**config.mk**
```make
export PLATFORM = sky130hd
export DESIGN_NAME = mastermind_solver_flat
export DESIGN_NICKNAME = d
export VERILOG_FILES = /design/src/rtl/mastermind_pkg.sv /design/src/rtl/mastermind_if.sv /design/src/rtl/mastermind_scorer.sv /design/src/rtl/mastermind_solver.sv /design/src/flat_wrapper.sv
export SDC_FILE = /design/constraint.sdc
export NUM_CORES = 1
export LEC_CHECK = 0
export ABC_AREA = 1
export CORE_UTILIZATION = 40
export DETAILED_ROUTE_END_ITERATION = 10
export SETUP_SLACK_MARGIN = 0.5
export SYNTH_ARGS = -nofsm -noshare
export SYNTH_HDL_FRONTEND = slang
export SYNTH_SLANG_ARGS = --single-unit
export TNS_END_PERCENT = 30
```
**constraint.sdc**
```tcl
create_clock -name clk -period 7.3 [get_ports clk]
set_input_delay 0.73 -clock clk [delete_from_list [all_inputs] [get_ports clk]]
set_output_delay 0.73 -clock clk [all_outputs]
set_load 0.01 [all_outputs]
```
**src/rtl/mastermind_pkg.sv**
```systemverilog
// Shared types and widths for the mastermind guesser and scorer.
package mastermind_pkg;

    localparam int PEG_W    = 3;
    localparam int NUM_PEGS = 4;
    localparam int CODE_W   = 12;
    localparam int FB_W     = 3;

    typedef enum logic [2:0] {
        S_IDLE,
        S_SEARCH,
        S_PRESENT,
        S_SOLVED,
        S_FAILED
    } solver_state_t;

    typedef struct packed {
        logic [FB_W-1:0] red;
        logic [FB_W-1:0] white;
    } fb_t;

    typedef struct packed {
        logic [CODE_W-1:0] guess;
        fb_t               fb;
    } hist_entry_t;

endpackage

```
**src/rtl/mastermind_if.sv**
```systemverilog
// Guess/feedback handshake between the codebreaker (master) and the scoring side (slave).
interface mastermind_if;
    import mastermind_pkg::*;

    logic [CODE_W-1:0] guess;
    logic              guess_valid;
    logic              fb_valid;
    logic [FB_W-1:0]   red;
    logic [FB_W-1:0]   white;

    modport master (output guess, output guess_valid,
                    input fb_valid, input red, input white);
    modport slave  (input guess, input guess_valid,
                    output fb_valid, output red, output white);
endinterface

```
**src/rtl/mastermind_scorer.sv**
```systemverilog
// Combinational red/white scorer for two 4-peg codes; usable on either side of the game.
module mastermind_scorer
    import mastermind_pkg::*;
(
    input  logic [CODE_W-1:0] a,
    input  logic [CODE_W-1:0] b,
    output logic [FB_W-1:0]   red,
    output logic [FB_W-1:0]   white
);
    logic [2:0] na [8];
    logic [2:0] nb [8];
    logic [2:0] red_cnt;
    logic [2:0] common;

    // Positional matches, per-colour counts, and colour overlap.
    always_comb begin
        red_cnt = 3'd0;
        common  = 3'd0;
        for (int c = 0; c < 8; c++) begin
            na[c] = 3'd0;
            nb[c] = 3'd0;
        end
        for (int p = 0; p < NUM_PEGS; p++) begin
            if (a[p*PEG_W +: PEG_W] == b[p*PEG_W +: PEG_W])
                red_cnt = red_cnt + 3'd1;
            for (int c = 0; c < 8; c++) begin
                if (a[p*PEG_W +: PEG_W] == 3'(c)) na[c] = na[c] + 3'd1;
                if (b[p*PEG_W +: PEG_W] == 3'(c)) nb[c] = nb[c] + 3'd1;
            end
        end
        for (int c = 0; c < 8; c++)
            common = common + ((na[c] < nb[c]) ? na[c] : nb[c]);
    end

    assign red   = red_cnt;
    assign white = common - red_cnt;

endmodule

```
**src/rtl/mastermind_solver.sv**
```systemverilog
// Automatic codebreaker: proposes the next candidate (ascending, wrapping) that is
// consistent with every recorded guess/feedback pair.
// Optional feature macro: SOLVER_STATS_EN builds the search_cycles counter.
//
//  state     | meaning
//  ----------+-----------------------------------------------------------
//  S_IDLE    | after reset, waiting for start
//  S_SEARCH  | testing cand against one history entry per cycle
//  S_PRESENT | cand on the guess bus, waiting for feedback
//  S_SOLVED  | last feedback was red=4
//  S_FAILED  | guess budget spent, or no candidate fits (err_inconsistent)
module mastermind_solver
    import mastermind_pkg::*;
#(
    parameter int                MAX_GUESSES = 10,
    parameter logic [CODE_W-1:0] FIRST_GUESS = 12'o0011
)(
    input  logic                 clk,
    input  logic                 reset,
    input  logic                 start,
    mastermind_if.master         bus,
    output logic [3:0]           guess_count,
    output logic                 busy,
    output logic                 solved,
    output logic                 failed,
    output logic                 err_inconsistent,
    output logic [15:0]          search_cycles
);
    solver_state_t     state;
    logic [CODE_W-1:0] cand;
    logic [12:0]       tried;
    logic [3:0]        idx;
    logic [3:0]        hist_cnt;
    hist_entry_t       hist [MAX_GUESSES];
    hist_entry_t       sel;
    logic [FB_W-1:0]   sc_red;
    logic [FB_W-1:0]   sc_white;
    logic              fb_match;
    logic              last_idx;
    logic [3:0]        count_next;
    logic              can_start;

    // Select the history entry currently being checked.
    always_comb begin
        sel = '0;
        for (int i = 0; i < MAX_GUESSES; i++)
            if (idx == 4'(i)) sel = hist[i];
    end

    mastermind_scorer u_scorer (
        .a     (cand),
        .b     (sel.guess),
        .red   (sc_red),
        .white (sc_white)
    );

    assign fb_match   = (sc_red == sel.fb.red) && (sc_white == sel.fb.white);
    assign last_idx   = (idx == hist_cnt - 4'd1);
    assign count_next = guess_count + 4'd1;
    assign can_start  = (state == S_IDLE) || (state == S_SOLVED) || (state == S_FAILED);

    assign busy   = (state == S_SEARCH) || (state == S_PRESENT);
    assign solved = (state == S_SOLVED);
    assign failed = (state == S_FAILED);

    // Game FSM: candidate search, guess presentation and history capture.
    always_ff @(posedge clk) begin
        if (reset) begin
            state            <= S_IDLE;
            cand             <= '0;
            tried            <= '0;
            idx              <= '0;
            hist_cnt         <= '0;
            guess_count      <= '0;
            err_inconsistent <= 1'b0;
            bus.guess        <= '0;
            bus.guess_valid  <= 1'b0;
            for (int i = 0; i < MAX_GUESSES; i++) hist[i] <= '0;
        end else begin
            case (state)
                S_IDLE, S_SOLVED, S_FAILED: begin
                    if (start) begin
                        state            <= S_SEARCH;
                        cand             <= FIRST_GUESS;
                        hist_cnt         <= '0;
                        idx              <= '0;
                        tried            <= '0;
                        guess_count      <= '0;
                        err_inconsistent <= 1'b0;
                    end
                end
                S_SEARCH: begin
                    if (tried[12]) begin
                        state            <= S_FAILED;
                        err_inconsistent <= 1'b1;
                    end else if (hist_cnt == 4'd0) begin
                        state           <= S_PRESENT;
                        bus.guess       <= cand;
                        bus.guess_valid <= 1'b1;
                    end else if (!fb_match) begin
                        cand  <= cand + 12'd1;
                        tried <= tried + 13'd1;
                        idx   <= '0;
                        // The last untried code just failed: the history is unsatisfiable.
                        if (tried == 13'd4095) begin
                            state            <= S_FAILED;
                            err_inconsistent <= 1'b1;
                        end
                    end else if (last_idx) begin
                        state           <= S_PRESENT;
                        bus.guess       <= cand;
                        bus.guess_valid <= 1'b1;
                    end else begin
                        idx <= idx + 4'd1;
                    end
                end
                S_PRESENT: begin
                    if (bus.fb_valid) begin
                        for (int i = 0; i < MAX_GUESSES; i++)
                            if (hist_cnt == 4'(i))
                                hist[i] <= '{guess: cand, fb: '{red: bus.red, white: bus.white}};
                        hist_cnt        <= hist_cnt + 4'd1;
                        guess_count     <= count_next;
                        bus.guess_valid <= 1'b0;
                        if (bus.red == 3'd4) begin
                            state <= S_SOLVED;
                        end else if (count_next == 4'(MAX_GUESSES)) begin
                            state            <= S_FAILED;
                            err_inconsistent <= 1'b0;
                        end else begin
                            state <= S_SEARCH;
                            cand  <= cand + 12'd1;
                            tried <= tried + 13'd1;
                            idx   <= '0;
                        end
                    end
                end
                default: state <= S_IDLE;
            endcase
        end
    end

`ifdef SOLVER_STATS_EN
    logic [15:0] stat_q;

    // Saturating count of SEARCH cycles in the current game.
    always_ff @(posedge clk) begin
        if (reset)
            stat_q <= '0;
        else if (start && can_start)
            stat_q <= '0;
        else if ((state == S_SEARCH) && (stat_q != 16'hFFFF))
            stat_q <= stat_q + 16'd1;
    end

    assign search_cycles = stat_q;
`else
    assign search_cycles = 16'd0;
`endif

endmodule

```
**src/flat_wrapper.sv**
```systemverilog
// flat-port wrapper written by rule: the top's interface ports become plain ports
module mastermind_solver_flat import mastermind_pkg::*;
#(
    parameter int                MAX_GUESSES = 10,
    parameter logic [CODE_W-1:0] FIRST_GUESS = 12'o0011
)
  (clk, reset, start, guess_count, busy, solved, failed, err_inconsistent, search_cycles, bus_guess, bus_guess_valid, bus_fb_valid, bus_red, bus_white);
  mastermind_if bus_i ();
  input  logic clk;
  input  logic reset;
  input  logic start;
  output logic [3:0] guess_count;
  output logic busy;
  output logic solved;
  output logic failed;
  output logic err_inconsistent;
  output logic [15:0] search_cycles;
  output wire logic [$bits(bus_i.guess)-1:0] bus_guess;
  output wire logic [$bits(bus_i.guess_valid)-1:0] bus_guess_valid;
  input wire logic [$bits(bus_i.fb_valid)-1:0] bus_fb_valid;
  input wire logic [$bits(bus_i.red)-1:0] bus_red;
  input wire logic [$bits(bus_i.white)-1:0] bus_white;
  assign bus_guess = bus_i.guess;
  assign bus_guess_valid = bus_i.guess_valid;
  assign bus_i.fb_valid = bus_fb_valid;
  assign bus_i.red = bus_red;
  assign bus_i.white = bus_white;
  mastermind_solver #(.MAX_GUESSES(MAX_GUESSES), .FIRST_GUESS(FIRST_GUESS)) u_core (.clk(clk), .reset(reset), .start(start), .bus(bus_i), .guess_count(guess_count), .busy(busy), .solved(solved), .failed(failed), .err_inconsistent(err_inconsistent), .search_cycles(search_cycles));
endmodule
```
==> results.yml, run 1 <==
cts:
  clkTransAtPathRegs_ps: 60
  cts_hold_buf: 0
  cts_htree_levels: 1
  clockBufferDepth: 3
  cts_tree: "yes"
  clock_latency_ps: 550
  cts_buffers: 26
  clock-sinks: 234
  cts_root_buffer: "clkbuf_16"
yosys:
  synth.avg_cell_area_um2: 8.13
  synth_flop_cell: "edfxtp_1"
  synth_xor_area_share_pct: 4.00
  ys_ff_latch: 234
  yosysSeqAreaShare_pct: 43.0
  synth_edf_count: 180
  synthMuxAreaShare_pct: 1.05
  ys_types: 52
  syn-cell-area_um2: 15100
  synthSimpleGateAreaFrac_pct: 27.7
  synth-compound-area-share_pct: 6.93
  async_flop_share_pct: 0
  synth_fa_ha_area_share_pct: 9.07
  synth_cells: 1857
  synth_top_family_by_area: "simple AND/OR/NAND/NOR gates"
  synth_warnings: 0
timing:
  max_clock_freq_ghz: 0.123
  fin_ws_ps: -824
  period_needed_ps: 8120
  fin_crit_sh_pct: 111
  finalHoldViolCount: 0
  tns_ps: -34370
  drv_slew: 0
  finalSetupViolations: 46
  finClkSkew_ps: 20.6
  hold_slack_ps: 451
  tightest_slew_ps: 1190
  rsz0062_at_grt: "true"
  slew_headroom_pct: 20.6
grt:
  antenna_found_initial: 0
  grt_pass1_vias: 12600
  track_usage_pct: 21.3
  grt.overflow.total: 0
  grt_pass1_wl_mm: 65.1
  grt_max_degree: 47
detailed_routing:
  drc: 0
  ant_nets: 0
  routedWlPerCell_um: 15.7
  via_per_inst: 4.97
  wirelength_mm: 40.3
  drt_iter0_drc: 818
  dr.pass1.iters: 6
  vias: 12700
placed_design:
  dpl_cell_area_um2: 17000
  placed_cells: 2484
  gp_routability_congestion: 0.848
  port_buffers: 30
  dp_hpwl_mm: 29.3
critical_path:
  cp_num_cells: 48
  reg2reg_depth: 48
  path_delay_family: "adder cells"
  r2r_end: "u_core.idx[2]"
  crit_end: "u_core.idx[2]"
  critical_path_buf_inv_count: 8
  critPathArrivalTime_ps: 8550
  startpoint_type: "flip-flop"
  end_kind: "flip-flop"
  worstSetupPathType: "flip-flop to flip-flop"
  required_ps: 7730
  cp_slowest_stage_delay_ps: 540
  cp-startpoint: "u_core.idx[0]"
  worstPathMaxFanout: 6
  rr_startpoint: "u_core.idx[0]"
  cp_slowest_cell: "fa_1"
  cpMostUsedCell: "nand2_1"
  r2r_slack_ps: -820
final_layout:
  nFillCells: 3460
  finalNonFillerCells: 2564
  nets: 2154
  fin_area_um2: 18600
  multi_input_area_um2: 7970
  seqCellArea_um2: 6490
  antenna_cells: 0
  drive_gt1_share_pct: 20.6
  syn_to_final_growth_pct: 23.1
floorplanning:
  rows: 70
  design.core.area_um2: 36900
  dieArea_um2: 38500
  initial_core_util_pct: 40.9
  die_h_um: 196
  io_pins: 47
  die_w_um: 196
outcome:
  violations: "negative setup slack"
  status: "complete, but fails checks"
worst_hold_path:
  worstHoldPathCells: 2
  hp-start: "u_core.bus.guess[6]"
  hp-class: "flip-flop to flip-flop"
power_and_ir_drop:
  p_total_mw: 9.27
  vdd_drop_max_uv: 724
  powerDensity_nw_per_um2: 499
  leakage_nw: 7.73
run:
  cap_violations: 0
-- through the flow --
| stage | setup slack (ps) | utilization (%) |
|---|---|---|
| floorplan | -121 | - |
| global placement | -950 | 46.0 |
| detailed placement | -1070 | 46.0 |
| CTS | -663 | 49.6 |
| global route | -1260 | 50.4 |
| finish | -824 | 50.4 |
-- power by group --
group          internal, mW  switching [mW]
combinational          2.84            3.57
sequential             1.53          0.0506
clock                 0.729           0.551
total                  5.10            4.18
-- placed cells by master, fill, tap and decap left out, types with 30 or more instances in the layout --
master / count
a21oi_1: 49
buf_4: 183
clkdlybuf4s50_1: 30
dfxtp_1: 52
edfxtp_1: 180
ha_1: 82
inv_1: 173
nand2_1: 382
nand3_1: 104
nor2_1: 318
o21ai_1: 32
xor2_1: 31
-- worst reg2reg max path, delay by kind of cell, from the launching register on --
family	cells	cell delay [ps]
and+or+nand+nor	16	1690
DFF	1	360
muxes	1	190
buffers and inverters	8	740
adders and majority gates	8	2730
AOI/OAI and AO/OA	10	1440
xor gates and xnor gates	5	860
-- logic make-up after synthesis --
group | after synthesis
buffers and inverters | 292
xor gates and xnor gates | 69
and+or+nand+nor | 959
muxes | 15
DFF | 234
adders and majority gates | 104
other | 1
AOI/OAI and AO/OA | 183
-- repair_timing --
action,CTS,global route
endpoints found under the setup margin,46,46
buffers inserted,21,9
pin swaps,36,26
hold endpoints to repair,0,0
gates cloned,1,1
gates resized for setup,90,50
-- layer usage --
| layer | GRT usage (%) | routed length, µm |
|---|---|---|
| met1 | 28.0 | 18100 |
| met2 | 36.4 | 19200 |
| met3 | 2.89 | 1970 |
| met4 | 6.25 | 1080 |
| met5 | 0 | 0 |
-- flip-flops by register name, summed over array words and instances (netlist names) --
| name | flops |
|---|---|
| u_core.bus.guess | 12 |
| u_core.bus.guess_valid | 1 |
| u_core.cand | 12 |
| u_core.err_inconsistent | 1 |
| u_core.guess_count | 4 |
| u_core.hist | 180 |
| u_core.hist_cnt | 4 |
| u_core.idx | 4 |
| u_core.state | 3 |
| u_core.tried | 13 |
-- final cells by class --
type                    count  share of cell area (%)
clock buffers              31                    3.60
clock inverters            17                   0.862
well taps                 504                    3.39
inverters                 204                    4.26
multi-input cells        1347                    42.9
flip-flops and latches    234                    34.9
repair buffers            227                    10.1
-- synth_stat cells (2+ instances only) --
| master | count | area (µm²) |
|---|---|---|
| o211ai_1 | 11 | 82.6 |
| o21a_1 | 4 | 30.0 |
| or2_0 | 4 | 25.0 |
| inv_2 | 10 | 37.5 |
| o21bai_1 | 9 | 67.6 |
| o21ai_0 | 66 | 330 |
| nand2_4 | 6 | 67.6 |
| a31oi_1 | 2 | 12.5 |
| nor2_4 | 6 | 67.6 |
| a22oi_1 | 3 | 22.5 |
| edfxtp_1 | 180 | 5410 |
| or2_1 | 3 | 18.8 |
| nand2_1 | 389 | 1460 |
| inv_1 | 181 | 679 |
| o311ai_0 | 4 | 35.0 |
| nand3b_1 | 6 | 45.0 |
| o2111ai_1 | 4 | 35.0 |
| buf_6 | 6 | 67.6 |
| nand3_1 | 105 | 526 |
| nand4_1 | 29 | 181 |
| o22ai_1 | 3 | 18.8 |
| clkinv_1 | 10 | 37.5 |
| nand3_2 | 15 | 150 |
| o311ai_1 | 2 | 17.5 |
| clkbuf_1 | 51 | 191 |
| nor2_1 | 329 | 1230 |
| xor2_1 | 33 | 289 |
| mux2_2 | 7 | 78.8 |
| or2_2 | 23 | 144 |
| buf_4 | 18 | 135 |
| o21ai_1 | 12 | 60.1 |
| a21oi_1 | 58 | 290 |
| fa_1 | 9 | 180 |
| mux2i_1 | 8 | 80.1 |
| buf_2 | 7 | 35.0 |
| nor2_2 | 3 | 18.8 |
| a221oi_1 | 4 | 35.0 |
| xnor2_1 | 36 | 315 |
| dfxtp_1 | 54 | 1080 |
| nand2_2 | 13 | 81.3 |
| buf_1 | 5 | 18.8 |
| nor3_1 | 25 | 125 |
| ha_1 | 95 | 1190 |
-- how the worst min path moves through the flow --
stage	end	slack, ps
after global placement	u_core.bus.guess[8]	440
after CTS	u_core.bus.guess[6]	450
after global routing	u_core.bus.guess[7]	480
after floorplan	u_core.state[2]	470
after detailed placement	u_core.bus.guess[6]	440
final	u_core.bus.guess[6]	450
Note: power is estimated with default switching activity, not from simulation.
==> run 2: changes to the inputs <==
- HOLD_SLACK_MARGIN: not set -> 0.03
- SETUP_SLACK_MARGIN: 0.5 -> 0.1
==> run 2 against run 1 <==
Against the previous run:
- the flow still finishes with violations (negative setup slack)
- sequential share of layout area shrank 0.52 points
- wire length grew 1.5%
- critical path type unchanged
- sequential cell count is the same
- final cell count grew 0.35%
- clock power is essentially flat
- power grew 2.5%
- global-route usage is essentially flat
- first-iteration DRC count shrank 1.1%
- utilization grew 0.77 points
- critical endpoint is now u_core.cand[3]
==> results.yml, run 2 (synthesis gave the netlist of run 1 again) <==
grt:
  grt_max_degree: 47
  grt_pass1_wl_mm: 65.2
  antenna_found_initial: 0
  track_usage_pct: 21.3
  grt_pass1_vias: 12600
  grt.overflow.total: 0
critical_path:
  cp_slowest_stage_delay_ps: 530
  worstPathMaxFanout: 12
  worstSetupPathType: "flip-flop to flip-flop"
  end_kind: "flip-flop"
  startpoint_type: "flip-flop"
  cpMostUsedCell: "buf_4"
  required_ps: 7750
  critPathArrivalTime_ps: 8560
  cp_slowest_cell: "fa_1"
floorplanning:
  die_w_um: 196
  rows: 70
  dieArea_um2: 38500
  initial_core_util_pct: 40.9
  die_h_um: 196
  design.core.area_um2: 36900
  io_pins: 47
outcome:
  violations: "negative setup slack"
  status: "complete, but fails checks"
final_layout:
  largest_reg_flops: 180
  mostFrequentLayoutCell: "nand2_1"
  antenna_cells: 0
  multi_input_area_um2: 8150
  drive_gt1_share_pct: 22.2
  top_register: "u_core.hist"
  nets: 2163
  fin_util_pct: 51.2
  layout_common_cells: "377 x nand2_1, 313 x nor2_1, 189 x buf_4, 180 x edfxtp_1, 169 x inv_1"
  fin_area_um2: 18900
  reg.largest.list: "u_core.hist x180, u_core.tried x13"
  nFillCells: 3406
  seqCellArea_um2: 6490
  syn_to_final_growth_pct: 25.0
detailed_routing:
  drt_iter0_drc: 809
  via_per_inst: 5.01
  ant_nets: 0
  vias: 12900
  wirelength_mm: 41.0
  dr.pass1.iters: 5
  drc: 0
  routedWlPerCell_um: 15.9
power_and_ir_drop:
  netSwitchingFraction_pct: 45.3
  combPwrFrac_pct: 69.9
  p_total_mw: 9.50
  internal-power_mw: 5.20
  vdd_drop_max_uv: 732
  switching_power_mw: 4.30
  powerDensity_nw_per_um2: 504
  leakage_nw: 7.80
  p_clk_share_pct: 13.5
  seq_power_share_pct: 16.6
cts:
  cts_buffers: 26
  cts_hold_buf: 0
  cts_tree: "yes"
  cts_htree_levels: 1
  clkTransAtPathRegs_ps: 60
  clockBufferDepth: 3
  cts_root_buffer: "clkbuf_16"
  clock_latency_ps: 550
  clock-sinks: 234
worst_hold_path:
  hp-class: "flip-flop to flip-flop"
timing:
  finalSetupViolations: 46
  drv_slew: 0
  tightest_slew_ps: 1140
  fin_crit_sh_pct: 111
  period_needed_ps: 8120
  finClkSkew_ps: 21.0
  rsz0062_at_grt: "true"
  fin_ws_ps: -818
  finalHoldViolCount: 0
  slew_headroom_pct: 23.8
  max_clock_freq_ghz: 0.123
placed_design:
  gp_routability_congestion: 0.848
  port_buffers: 30
  dpl_cell_area_um2: 17000
  dp_hpwl_mm: 29.3
run:
  cap_violations: 0
-- run 2: cell count changes in the layout (fill, tap and decap cells not counted), sizes merged --
cell    change
inv         +1
buf         +7
clkinv      +1
-- run 2: final timing paths --
check | from | end | slack, ps | cells past startpoint
hold reg to reg | u_core.bus.guess[9] | u_core.bus.guess[9] | 450 | 2
setup reg to reg | u_core.idx[0] | u_core.cand[3] | -820 | 50
hold / removal | u_core.bus.guess[9] | u_core.bus.guess[9] | 450 | 2
setup / recovery | u_core.idx[0] | u_core.cand[3] | -820 | 50
-- run 2: critical path: cells and delay by family, from the launching register on --
| kind | cells | cell delay (ps) |
|---|---|---|
| compound gates | 7 | 1120 |
| simple gates | 14 | 1300 |
| fa+ha+maj | 7 | 2410 |
| flops | 1 | 370 |
| buf+inv | 16 | 1870 |
| xor+xnor | 5 | 850 |
| mux | 1 | 70 |
-- run 2: repair_timing --
action / CTS / global route
resized for setup: 93 / 94
setup buffers: 23 / 17
endpoints found under the setup margin: 46 / 46
cloned: 1 / 3
pin swaps: 29 / 93
-- run 2: through the flow --
step	worst slack [ps]	hold WS, ps	TNS, ps	instances
2_1_floorplan	-121	466	-2140	1872
3_3_place_gp	-950	438	-40960	2484
3_5_place_dp	-1070	443	-45680	2484
4_1_cts	-647	453	-27530	2555
5_1_grt	-1250	475	-53270	2573
6_report	-818	451	-32340	2573
-- run 2: metal layers --
metal  up-vias  global-route usage (%)  share of wire [%]  routed length, µm
li1       6415                       -                  -                  -
met4         0                    6.25                2.5               1040
met3        74                    2.89                5.5               2240
met5         -                       0                  0                  0
met1      6076                    28.0                 44              18000
met2       319                    36.5                 48              19700
-- run 2: cell type report --
| cell class | count | area share, % |
|---|---|---|
| multi-input combinational | 1347 | 43.2 |
| sequential | 234 | 34.4 |
| timing repair buffer | 234 | 10.2 |
| inverter | 204 | 4.29 |
| clock buffer | 31 | 3.55 |
| tap | 504 | 3.34 |
| clock inverter | 17 | 0.849 |
| timing repair inverter | 2 | 0.119 |
-- run 2: power groups by stage --
stage / registers (mW) / clock network, mW / logic, mW
5_1_grt: 1.59 / 1.36 / 7.21
3_5_place_dp: 1.60 / 0 / 5.73
3_3_place_gp: 1.60 / 0 / 5.69
6_report: 1.58 / 1.28 / 6.64
2_1_floorplan: 1.61 / 0 / 4.14
4_1_cts: 1.58 / 1.30 / 6.19
